$ cat src/rtl/rvfi_retire_buffer_if.sv
// Retirement capture / replay bundle for rvfi_retire_buffer.
// The slave modport is the buffer's view; master is the environment
// (the core's RVFI port plus the reference-model consumer).
interface rvfi_retire_buffer_if #(
  parameter int NRET = 2,
  parameter int XLEN = 32
);
  // Retirement side, channel 0 is the oldest instruction of the group
  logic [NRET-1:0]      rvfi_valid_i;
  logic [NRET*64-1:0]   rvfi_order_i;
  logic [NRET*XLEN-1:0] rvfi_pc_i;
  logic [NRET*32-1:0]   rvfi_insn_i;
  logic [NRET-1:0]      rvfi_trap_i;

  // Replay stream toward the reference model
  logic                 out_valid_o;
  logic                 out_ready_i;
  logic [63:0]          out_order_o;
  logic [XLEN-1:0]      out_pc_o;
  logic [31:0]          out_insn_o;
  logic                 out_trap_o;

  modport slave (
    input  rvfi_valid_i, rvfi_order_i, rvfi_pc_i, rvfi_insn_i, rvfi_trap_i,
    input  out_ready_i,
    output out_valid_o, out_order_o, out_pc_o, out_insn_o, out_trap_o
  );

  modport master (
    output rvfi_valid_i, rvfi_order_i, rvfi_pc_i, rvfi_insn_i, rvfi_trap_i,
    output out_ready_i,
    input  out_valid_o, out_order_o, out_pc_o, out_insn_o, out_trap_o
  );
endinterface

$ cat src/rtl/rvfi_retire_buffer.sv
// rvfi_retire_buffer: captures up to NRET RVFI retirements per cycle,
// compacts them in program order into a DEPTH-entry circular queue and
// replays them one per cycle over a valid/ready stream. A group that does
// not fit is dropped whole and counted.
// Optional feature macro: RVFI_RETIRE_BUFFER_ORDER_CHECK_EN enables the
// rvfi_order continuity checker driving order_err_o.
module rvfi_retire_buffer #(
  parameter int NRET  = 2,
  parameter int DEPTH = 8,
  parameter int XLEN  = 32
) (
  input  logic                       clk_i,
  input  logic                       rst_ni,
  rvfi_retire_buffer_if.slave        bus,
  output logic [$clog2(DEPTH+1)-1:0] count_o,
  output logic                       overflow_o,
  output logic [15:0]                drop_cnt_o,
  output logic                       order_err_o
);

  localparam int CW = $clog2(DEPTH + 1);
  localparam int PW = (DEPTH > 1) ? $clog2(DEPTH) : 1;
  localparam logic [CW:0] DEPTH_C = (CW + 1)'(DEPTH);

  // Payload storage; not reset, validity is carried by count_q alone
  logic [63:0]     mem_order [DEPTH];
  logic [XLEN-1:0] mem_pc    [DEPTH];
  logic [31:0]     mem_insn  [DEPTH];
  logic            mem_trap  [DEPTH];

  logic [PW-1:0] wr_ptr_q, wr_ptr_d;
  logic [PW-1:0] rd_ptr_q, rd_ptr_d;
  logic [CW-1:0] count_q, count_d;
  logic          overflow_q, overflow_d;
  logic [15:0]   drop_cnt_q, drop_cnt_d;

  logic [CW-1:0] n_push;
  logic [CW:0]   free_slots;
  logic          head_valid;
  logic          pop;
  logic          accept;
  logic          drop;
  logic [PW-1:0] slot_acc;
  logic [PW-1:0] wr_slot [NRET];
  logic [63:0]   head_order;

  function automatic logic [CW-1:0] popcount(input logic [NRET-1:0] v);
    logic [CW-1:0] c;
    c = '0;
    for (int k = 0; k < NRET; k++) begin
      c = c + CW'(v[k]);
    end
    return c;
  endfunction

  function automatic logic [15:0] sat_add16(input logic [15:0] a, input logic [CW-1:0] b);
    logic [16:0] s;
    s = {1'b0, a} + 17'(b);
    return s[16] ? 16'hFFFF : s[15:0];
  endfunction

  assign head_valid = (count_q != '0);
  assign pop        = head_valid & bus.out_ready_i;
  assign n_push     = popcount(bus.rvfi_valid_i);
  // A same-cycle pop releases its slot to the incoming group
  assign free_slots = DEPTH_C - {1'b0, count_q} + (CW + 1)'(pop);
  assign accept     = ({1'b0, n_push} <= free_slots);
  assign drop       = ~accept;

  // Compact valid channels: each valid channel lands after the earlier valid ones
  always_comb begin
    slot_acc = '0;
    for (int k = 0; k < NRET; k++) begin
      wr_slot[k] = wr_ptr_q + slot_acc;
      if (bus.rvfi_valid_i[k]) begin
        slot_acc = slot_acc + PW'(1);
      end
    end
  end

  // Next-state for pointers, occupancy and drop bookkeeping
  always_comb begin
    wr_ptr_d   = wr_ptr_q;
    rd_ptr_d   = rd_ptr_q;
    count_d    = count_q;
    overflow_d = overflow_q;
    drop_cnt_d = drop_cnt_q;
    if (pop) begin
      rd_ptr_d = rd_ptr_q + PW'(1);
    end
    if (accept) begin
      wr_ptr_d = wr_ptr_q + PW'(n_push);
      count_d  = count_q + n_push - CW'(pop);
    end else begin
      count_d    = count_q - CW'(pop);
      overflow_d = 1'b1;
      drop_cnt_d = sat_add16(drop_cnt_q, n_push);
    end
  end

  // Control state register
  always_ff @(posedge clk_i or negedge rst_ni) begin
    if (!rst_ni) begin
      wr_ptr_q   <= '0;
      rd_ptr_q   <= '0;
      count_q    <= '0;
      overflow_q <= 1'b0;
      drop_cnt_q <= '0;
    end else begin
      wr_ptr_q   <= wr_ptr_d;
      rd_ptr_q   <= rd_ptr_d;
      count_q    <= count_d;
      overflow_q <= overflow_d;
      drop_cnt_q <= drop_cnt_d;
    end
  end

  // Write every valid channel of an accepted group into its compacted slot
  always_ff @(posedge clk_i) begin
    if (accept) begin
      for (int k = 0; k < NRET; k++) begin
        if (bus.rvfi_valid_i[k]) begin
          mem_order[wr_slot[k]] <= bus.rvfi_order_i[64*k +: 64];
          mem_pc[wr_slot[k]]    <= bus.rvfi_pc_i[XLEN*k +: XLEN];
          mem_insn[wr_slot[k]]  <= bus.rvfi_insn_i[32*k +: 32];
          mem_trap[wr_slot[k]]  <= bus.rvfi_trap_i[k];
        end
      end
    end
  end

  // Head payload is forced to zero when empty so stale slots never leak out
  assign head_order      = head_valid ? mem_order[rd_ptr_q] : '0;
  assign bus.out_valid_o = head_valid;
  assign bus.out_order_o = head_order;
  assign bus.out_pc_o    = head_valid ? mem_pc[rd_ptr_q] : '0;
  assign bus.out_insn_o  = head_valid ? mem_insn[rd_ptr_q] : '0;
  assign bus.out_trap_o  = head_valid & mem_trap[rd_ptr_q];

  assign count_o    = count_q;
  assign overflow_o = overflow_q;
  assign drop_cnt_o = drop_cnt_q;

`ifdef RVFI_RETIRE_BUFFER_ORDER_CHECK_EN
  logic [63:0] last_order_q;
  logic        seen_q, seen_d;
  logic        order_err_q, order_err_d;

  // Flag any pop whose order is not exactly one past the previous pop
  always_comb begin
    seen_d      = seen_q;
    order_err_d = order_err_q;
    if (pop) begin
      seen_d = 1'b1;
      if (seen_q && (head_order != last_order_q + 64'd1)) begin
        order_err_d = 1'b1;
      end
    end
  end

  // Checker control state
  always_ff @(posedge clk_i or negedge rst_ni) begin
    if (!rst_ni) begin
      seen_q      <= 1'b0;
      order_err_q <= 1'b0;
    end else begin
      seen_q      <= seen_d;
      order_err_q <= order_err_d;
    end
  end

  // Remember the order of the entry just popped
  always_ff @(posedge clk_i) begin
    if (pop) begin
      last_order_q <= head_order;
    end
  end

  assign order_err_o = order_err_q;
`else
  assign order_err_o = 1'b0;
`endif

endmodule

$ cat src/flat_wrapper.sv
// flat-port wrapper written by rule: the top's interface ports become plain ports
module rvfi_retire_buffer_flat 
#(
  parameter int NRET  = 2,
  parameter int DEPTH = 8,
  parameter int XLEN  = 32
)
  (clk_i, rst_ni, count_o, overflow_o, drop_cnt_o, order_err_o, bus_rvfi_valid_i, bus_rvfi_order_i, bus_rvfi_pc_i, bus_rvfi_insn_i, bus_rvfi_trap_i, bus_out_ready_i, bus_out_valid_o, bus_out_order_o, bus_out_pc_o, bus_out_insn_o, bus_out_trap_o);
  rvfi_retire_buffer_if #(.NRET(NRET), .XLEN(XLEN)) bus_i ();
  input  logic clk_i;
  input  logic rst_ni;
  output logic [$clog2(DEPTH+1)-1:0] count_o;
  output logic overflow_o;
  output logic [15:0] drop_cnt_o;
  output logic order_err_o;
  input wire logic [$bits(bus_i.rvfi_valid_i)-1:0] bus_rvfi_valid_i;
  input wire logic [$bits(bus_i.rvfi_order_i)-1:0] bus_rvfi_order_i;
  input wire logic [$bits(bus_i.rvfi_pc_i)-1:0] bus_rvfi_pc_i;
  input wire logic [$bits(bus_i.rvfi_insn_i)-1:0] bus_rvfi_insn_i;
  input wire logic [$bits(bus_i.rvfi_trap_i)-1:0] bus_rvfi_trap_i;
  input wire logic [$bits(bus_i.out_ready_i)-1:0] bus_out_ready_i;
  output wire logic [$bits(bus_i.out_valid_o)-1:0] bus_out_valid_o;
  output wire logic [$bits(bus_i.out_order_o)-1:0] bus_out_order_o;
  output wire logic [$bits(bus_i.out_pc_o)-1:0] bus_out_pc_o;
  output wire logic [$bits(bus_i.out_insn_o)-1:0] bus_out_insn_o;
  output wire logic [$bits(bus_i.out_trap_o)-1:0] bus_out_trap_o;
  assign bus_i.rvfi_valid_i = bus_rvfi_valid_i;
  assign bus_i.rvfi_order_i = bus_rvfi_order_i;
  assign bus_i.rvfi_pc_i = bus_rvfi_pc_i;
  assign bus_i.rvfi_insn_i = bus_rvfi_insn_i;
  assign bus_i.rvfi_trap_i = bus_rvfi_trap_i;
  assign bus_i.out_ready_i = bus_out_ready_i;
  assign bus_out_valid_o = bus_i.out_valid_o;
  assign bus_out_order_o = bus_i.out_order_o;
  assign bus_out_pc_o = bus_i.out_pc_o;
  assign bus_out_insn_o = bus_i.out_insn_o;
  assign bus_out_trap_o = bus_i.out_trap_o;
  rvfi_retire_buffer #(.NRET(NRET), .DEPTH(DEPTH), .XLEN(XLEN)) u_core (.clk_i(clk_i), .rst_ni(rst_ni), .bus(bus_i), .count_o(count_o), .overflow_o(overflow_o), .drop_cnt_o(drop_cnt_o), .order_err_o(order_err_o));
endmodule
$ cat config.mk
export PLATFORM = sky130hd
export DESIGN_NAME = rvfi_retire_buffer_flat
export DESIGN_NICKNAME = d
export VERILOG_FILES = /design/src/rtl/rvfi_retire_buffer_if.sv /design/src/rtl/rvfi_retire_buffer.sv /design/src/flat_wrapper.sv
export SDC_FILE = /design/constraint.sdc
export NUM_CORES = 2
export LEC_CHECK = 0
export CAP_MARGIN = 25
export CELL_PAD_IN_SITES_DETAIL_PLACEMENT = 1
export CELL_PAD_IN_SITES_GLOBAL_PLACEMENT = 2
export CORE_MARGIN = 1.5
export CORE_UTILIZATION = 38
export CTS_BUF_LIST = sky130_fd_sc_hd__clkbuf_8 sky130_fd_sc_hd__clkbuf_16
export CTS_CLUSTER_SIZE = 30
export DETAILED_ROUTE_END_ITERATION = 10
export DONT_BUFFER_PORTS = 1
export GPL_ROUTABILITY_DRIVEN = 0
export PLACE_DENSITY = 0.65
export RECOVER_POWER = 50
export SYNTH_ARGS = -nofsm -noshare
export SYNTH_HDL_FRONTEND = slang
export SYNTH_SLANG_ARGS = --single-unit
$ cat constraint.sdc
create_clock -name clk_i -period 7.95 [get_ports clk_i]
set_input_delay 1.1925 -clock clk_i [delete_from_list [all_inputs] [get_ports clk_i]]
set_output_delay 1.1925 -clock clk_i [all_outputs]
set_load 0.005 [all_outputs]
==> Word level (Yosys, flattened, before mapping) <==
Memories as Yosys holds them, arrays and structs flattened.
Cells that the tools add are included.
{ "word_totals": {"reg_bits": 27, "word_cells": 35, "inputBits": 263, "n_memories": 4, "ram_bits": 1032, "out_inout_bits": 152} }
{ "classes": {"magnitude_cmp": 1, "n_reduce_logical": 1, "bitwise_logic": 2, "n_addsub": 10, "mux": 12} }
{ "mem_list": {"columns": ["memory", "words", "width", "read_ports", "rd_ports_with_merged_regs", "wr", "line_no", "rtl"], "rows": [
  ["u_core.mem_order", 8, 64, 1, 0, 2, "rvfi_retire_buffer.sv:26", "logic [63:0] mem_order [DEPTH];"],
  ["u_core.mem_insn", 8, 32, 1, 0, 2, "rvfi_retire_buffer.sv:28", "logic [31:0] mem_insn [DEPTH];"],
  ["u_core.mem_pc", 8, 32, 1, 0, 2, "rvfi_retire_buffer.sv:27", "logic [XLEN-1:0] mem_pc [DEPTH];"],
  ["u_core.mem_trap", 8, 1, 1, 0, 2, "rvfi_retire_buffer.sv:29", "logic mem_trap [DEPTH];"]
]} }
{ "op_table": {"columns": ["op", "count"], "rows": [
  ["$mux 32", 2],
  ["$mux 64", 1],
  ["$add 16x4->17", 1],
  ["$mux 16", 1],
  ["$sub 4x1->4", 2],
  ["$mux 1", 7],
  ["$add 5x1->5", 1],
  ["$le 4x5->1", 1],
  ["$sub 4x4->5 const A", 1],
  ["$add 4x4->4", 1],
  ["$mux 4", 1],
  ["$reduce_bool 4->1", 1],
  ["$add 3x1->3", 1],
  ["$add 3x1->3 const B", 1],
  ["$add 3x3->3", 1],
  ["$add 1x1->2", 1],
  ["$and 1x1->1", 2]
]} }

==> Longest topological paths before layout <==
{ "depth": {"depth_word": 6, "mapped_depth": 18, "mapped_depth_nobuf": 14} }

==> Worst setup path after synthesis <==
Ideal clock, no wire load.
{ "synth_path": {"path_kind": "input to register", "startpoint": "input port bus_out_ready_i", "endpoint": "memory u_core.mem_insn[7][0] (enable)", "setup_time_ns": 0.496, "required_time_ns": 7.454, "path_slack_ns": 1.419, "path_buffers": 3, "arrival_ns": 6.035, "path_stages": 13, "path_cell_list": "nand2_1 -> ha_1 -> inv_1 -> ha_1 -> inv_1 -> ha_1 -> nor2b_1 -> o221a_2 -> buf_4 -> a21oi_2 -> buf_6 -> buf_6 -> a41o_1"} }
{ "synth_lines": {"columns": ["item", "line_no", "rtl"], "rows": [
  ["start: declaration", "flat_wrapper.sv:21", "input wire logic [$bits(bus_i.out_ready_i)-1:0] bus_out_ready_i;"],
  ["end: declaration", "rvfi_retire_buffer.sv:28", null]
]} }

==> qor.yml <==
nets: 3248
path_class: "flip-flop to flip-flop"
finalMaxSlewViolations: 328
async_reset_ff_frac: 0.0255
rsz0062_at_grt: "no"
critPathCapture: "u_core.mem_order[7][35]$_DFFE_PP_"
reg2reg_slack_ns: 1.25
pwr-share-clk: 0.222
cell_internal_pwr_w: 0.0152
cts_hold_buf: 0
syn-num-nets: 3288
start_util: 0.384
final_area_mm2: 0.0589
fill_cells: 13200
cts_resized: 0
cts_buffers: 119
p_sw_w: 0.00813
synth_cell_types: 46
worst_setup_path_end_kind: "flip-flop"
coreArea_mm2: 0.140
vias_per_cell: 5.72
finalNonFillerCells: 4933
grt_pass1_wl_um: 224000
rows: 137
dpl-instance-area_mm2: 0.0555
dp_hpwl_um: 86800
buffer_ports.inserted: 0
dieArea_mm2: 0.143
ff2ff_path_depth: 15
timing.final.crit_period_ns: 6.70
synth_seq_cells: 1059
die_y_um: 379
placed_cells: 4718
vias: 28200
drt-initial-drc-count: 1744
p_leak_nw: 19.0
grt_pass1_vias: 31900
swShare: 0.349
worstPathBufferInverterCount: 5
power_density_mw_per_mm2: 395
clock_skew_ns: 0.0267
areaGrowthSynthToFinish_pct: 9.94
min-delay-path-class: "input port to asynchronous set/reset pin"
crit_path_max_incr_delay_ns: 1.38
arrival_ns: 7.06
outcome: "finished, violations left"
tightest_slew_ns: 2.26
clkSlewWorstSetupHoldPaths_ns: 0.06
grt_max_degree: 151
worstPathMaxFanout: 61
cts_setup_buffers: 0
postRouteAntennaNets: 0
ir_drop_mv: 0.346
synth-edff-count: 1032
yosysSeqAreaShare: 0.591
grt_overflow_total: 0
wire_per_inst_um: 31.5
grt_antenna_before_repair: 1
setup_tns_ns: 0
crit_chain: "inv_1 > ha_1 > and3_4 > inv_1 > nand2_1 > ha_1 > inv_1 > ha_1 > inv_1 > ha_1 > nor2b_1 > o221a_1 > a21oi_1 > a41o_2 > buf_4"
io_pins: 415
syn_inst: 3003
dr.pass1.iters: 5
syn_area_mm2: 0.0536
avgSynthCellArea_um2: 17.9
ys_warn_count: 0
clock_path_buffers: 3
startpoint_type: "flip-flop"
fmax_mhz: 149
htreeDepth: 3
slew_headroom: -0.505
critPathSlowestCell: "a41o_2"
crit_start: "u_core.count_o[2]$_DFF_PN0_"
failed_checks: "capacitance limit, slew limit"
seq_power_share: 0.390
timing.rr.end: "u_core.mem_order[7][35]$_DFFE_PP_"
final_layout_size_suffix_gt1_frac: 0.491
whs_ns: 0.133
cts_tree: "built"
setup_viol: 0
maxCapViolations: 6
track_usage: 0.215
p_comb_frac: 0.388
remaining_drc_errors: 0
antenna_cells: 0
min_period_over_period: 0.843
synthFlopType: "edfxtp_1"
clock-sinks: 1059
finalHoldViolCount: 0
cp.depth: 15
clockRootBuffer: "clkbuf_16"
wl_um: 155000
clk_latency_ns: 0.74
cp_top_family: "compound AO/OA/AOI/OAI gates"
r2r-start: "u_core.count_o[2]$_DFF_PN0_"
die_w_um: 379
worstPathRequired_ns: 8.31
-- per-layer routing --
layer / GRT usage / vias to the layer above / part of all wire
met5: 0 / - / 0
met1: 0.272 / 15400 / 0.42
met4: 0.0496 / 0 / 0.019
met3: 0.0507 / 172 / 0.060
met2: 0.372 / 627 / 0.50
li1: - / 12100 / -
-- registers in the layout, indices dropped and copies added, names as in the netlist --
signal	count
u_core.count_o	4
u_core.drop_cnt_o	16
u_core.mem_insn	256
u_core.mem_order	512
u_core.mem_pc	256
u_core.mem_trap	8
u_core.overflow_o	1
u_core.rd_ptr_q	3
u_core.wr_ptr_q	3
-- metrics by stage --
step                      power [W]  utilization  setup slack, ns
after floorplan              0.0155            -             1.42
after global placement       0.0182        0.397             1.82
after global routing         0.0244        0.422            0.714
after CTS                    0.0237        0.423             1.72
final                        0.0233        0.422             1.25
after detailed placement     0.0185        0.397             1.76
-- cells in the final DEF, fill, tap and decap left out, types with 21 or more instances in the layout --
cell / instances
clkinv_1: 35
clkbuf_16: 121
mux2_2: 1013
mux2i_1: 131
mux4_2: 258
inv_1: 57
nor2_1: 134
edfxtp_1: 1032
dfrtp_1: 25
buf_12: 21
-- area by class of cell --
class,count,area [um2],area share
inverter,25,93.8,0.00159
clock buffer,121,3030,0.0514
timing repair buffer,45,592,0.0100
clock inverter,94,581,0.00985
sequential,1059,31700,0.537
multi-input combinational,1713,20600,0.350
tap,1876,2350,0.0398
-- how the worst min path moves through the flow --
| stage | end | slack [ns] | depth (start not counted) |
|---|---|---|---|
| floorplan | u_core.overflow_o$_DFFE_PN0N_ | 0.46 | 1 |
| global placement | u_core.overflow_o$_DFFE_PN0N_ | 0.52 | 1 |
| detailed placement | u_core.overflow_o$_DFFE_PN0N_ | 0.51 | 1 |
| CTS | u_core.drop_cnt_o[6]$_DFFE_PN0N_ | 0.07 | 0 |
| global route | u_core.drop_cnt_o[6]$_DFFE_PN0N_ | 0.1 | 0 |
| finish | u_core.drop_cnt_o[9]$_DFFE_PN0N_ | 0.13 | 0 |
-- kinds of logic (layout without fill, tap and decap cells) --
group           Yosys count  after routing  synth area share
fa+ha+maj                22             22           0.00555
simple gates            204            204            0.0167
mux                    1435           1435             0.354
other cells               1              1         0.0000699
compound gates           41             41           0.00532
xor+xnor                 10             10           0.00163
flops                  1059           1059             0.591
buf+inv                 231            285            0.0256
-- cells in the mapped netlist (all sizes together), types with 4 or more instances --
cell / count / area share
a21o: 7 / 0.00098
a21oi: 16 / 0.0017
a32oi: 4 / 0.00065
and2: 4 / 0.00047
and3: 5 / 0.00058
buf: 160 / 0.021
clkbuf: 46 / 0.0032
dfrtp: 27 / 0.013
edfxtp: 1032 / 0.58
ha: 19 / 0.0044
inv: 25 / 0.0018
mux2: 1045 / 0.22
mux2i: 132 / 0.025
mux4: 258 / 0.11
nand2: 20 / 0.0014
nand3: 7 / 0.00065
nand4: 10 / 0.0012
nor2: 134 / 0.0094
nor3: 6 / 0.00065
nor4: 4 / 0.00047
o211ai: 4 / 0.00056
xnor2: 6 / 0.00098
xor2: 4 / 0.00065
-- power groups by stage --
stage,registers [W],logic (W),clock network [W]
6_report,0.00907,0.00903,0.00518
5_1_grt,0.00923,0.00966,0.00548
4_1_cts,0.00910,0.00931,0.00530
3_5_place_dp,0.00920,0.00928,0
3_3_place_gp,0.00908,0.00916,0
2_1_floorplan,0.00906,0.00640,0
Note: power is estimated with default switching activity, not from simulation.
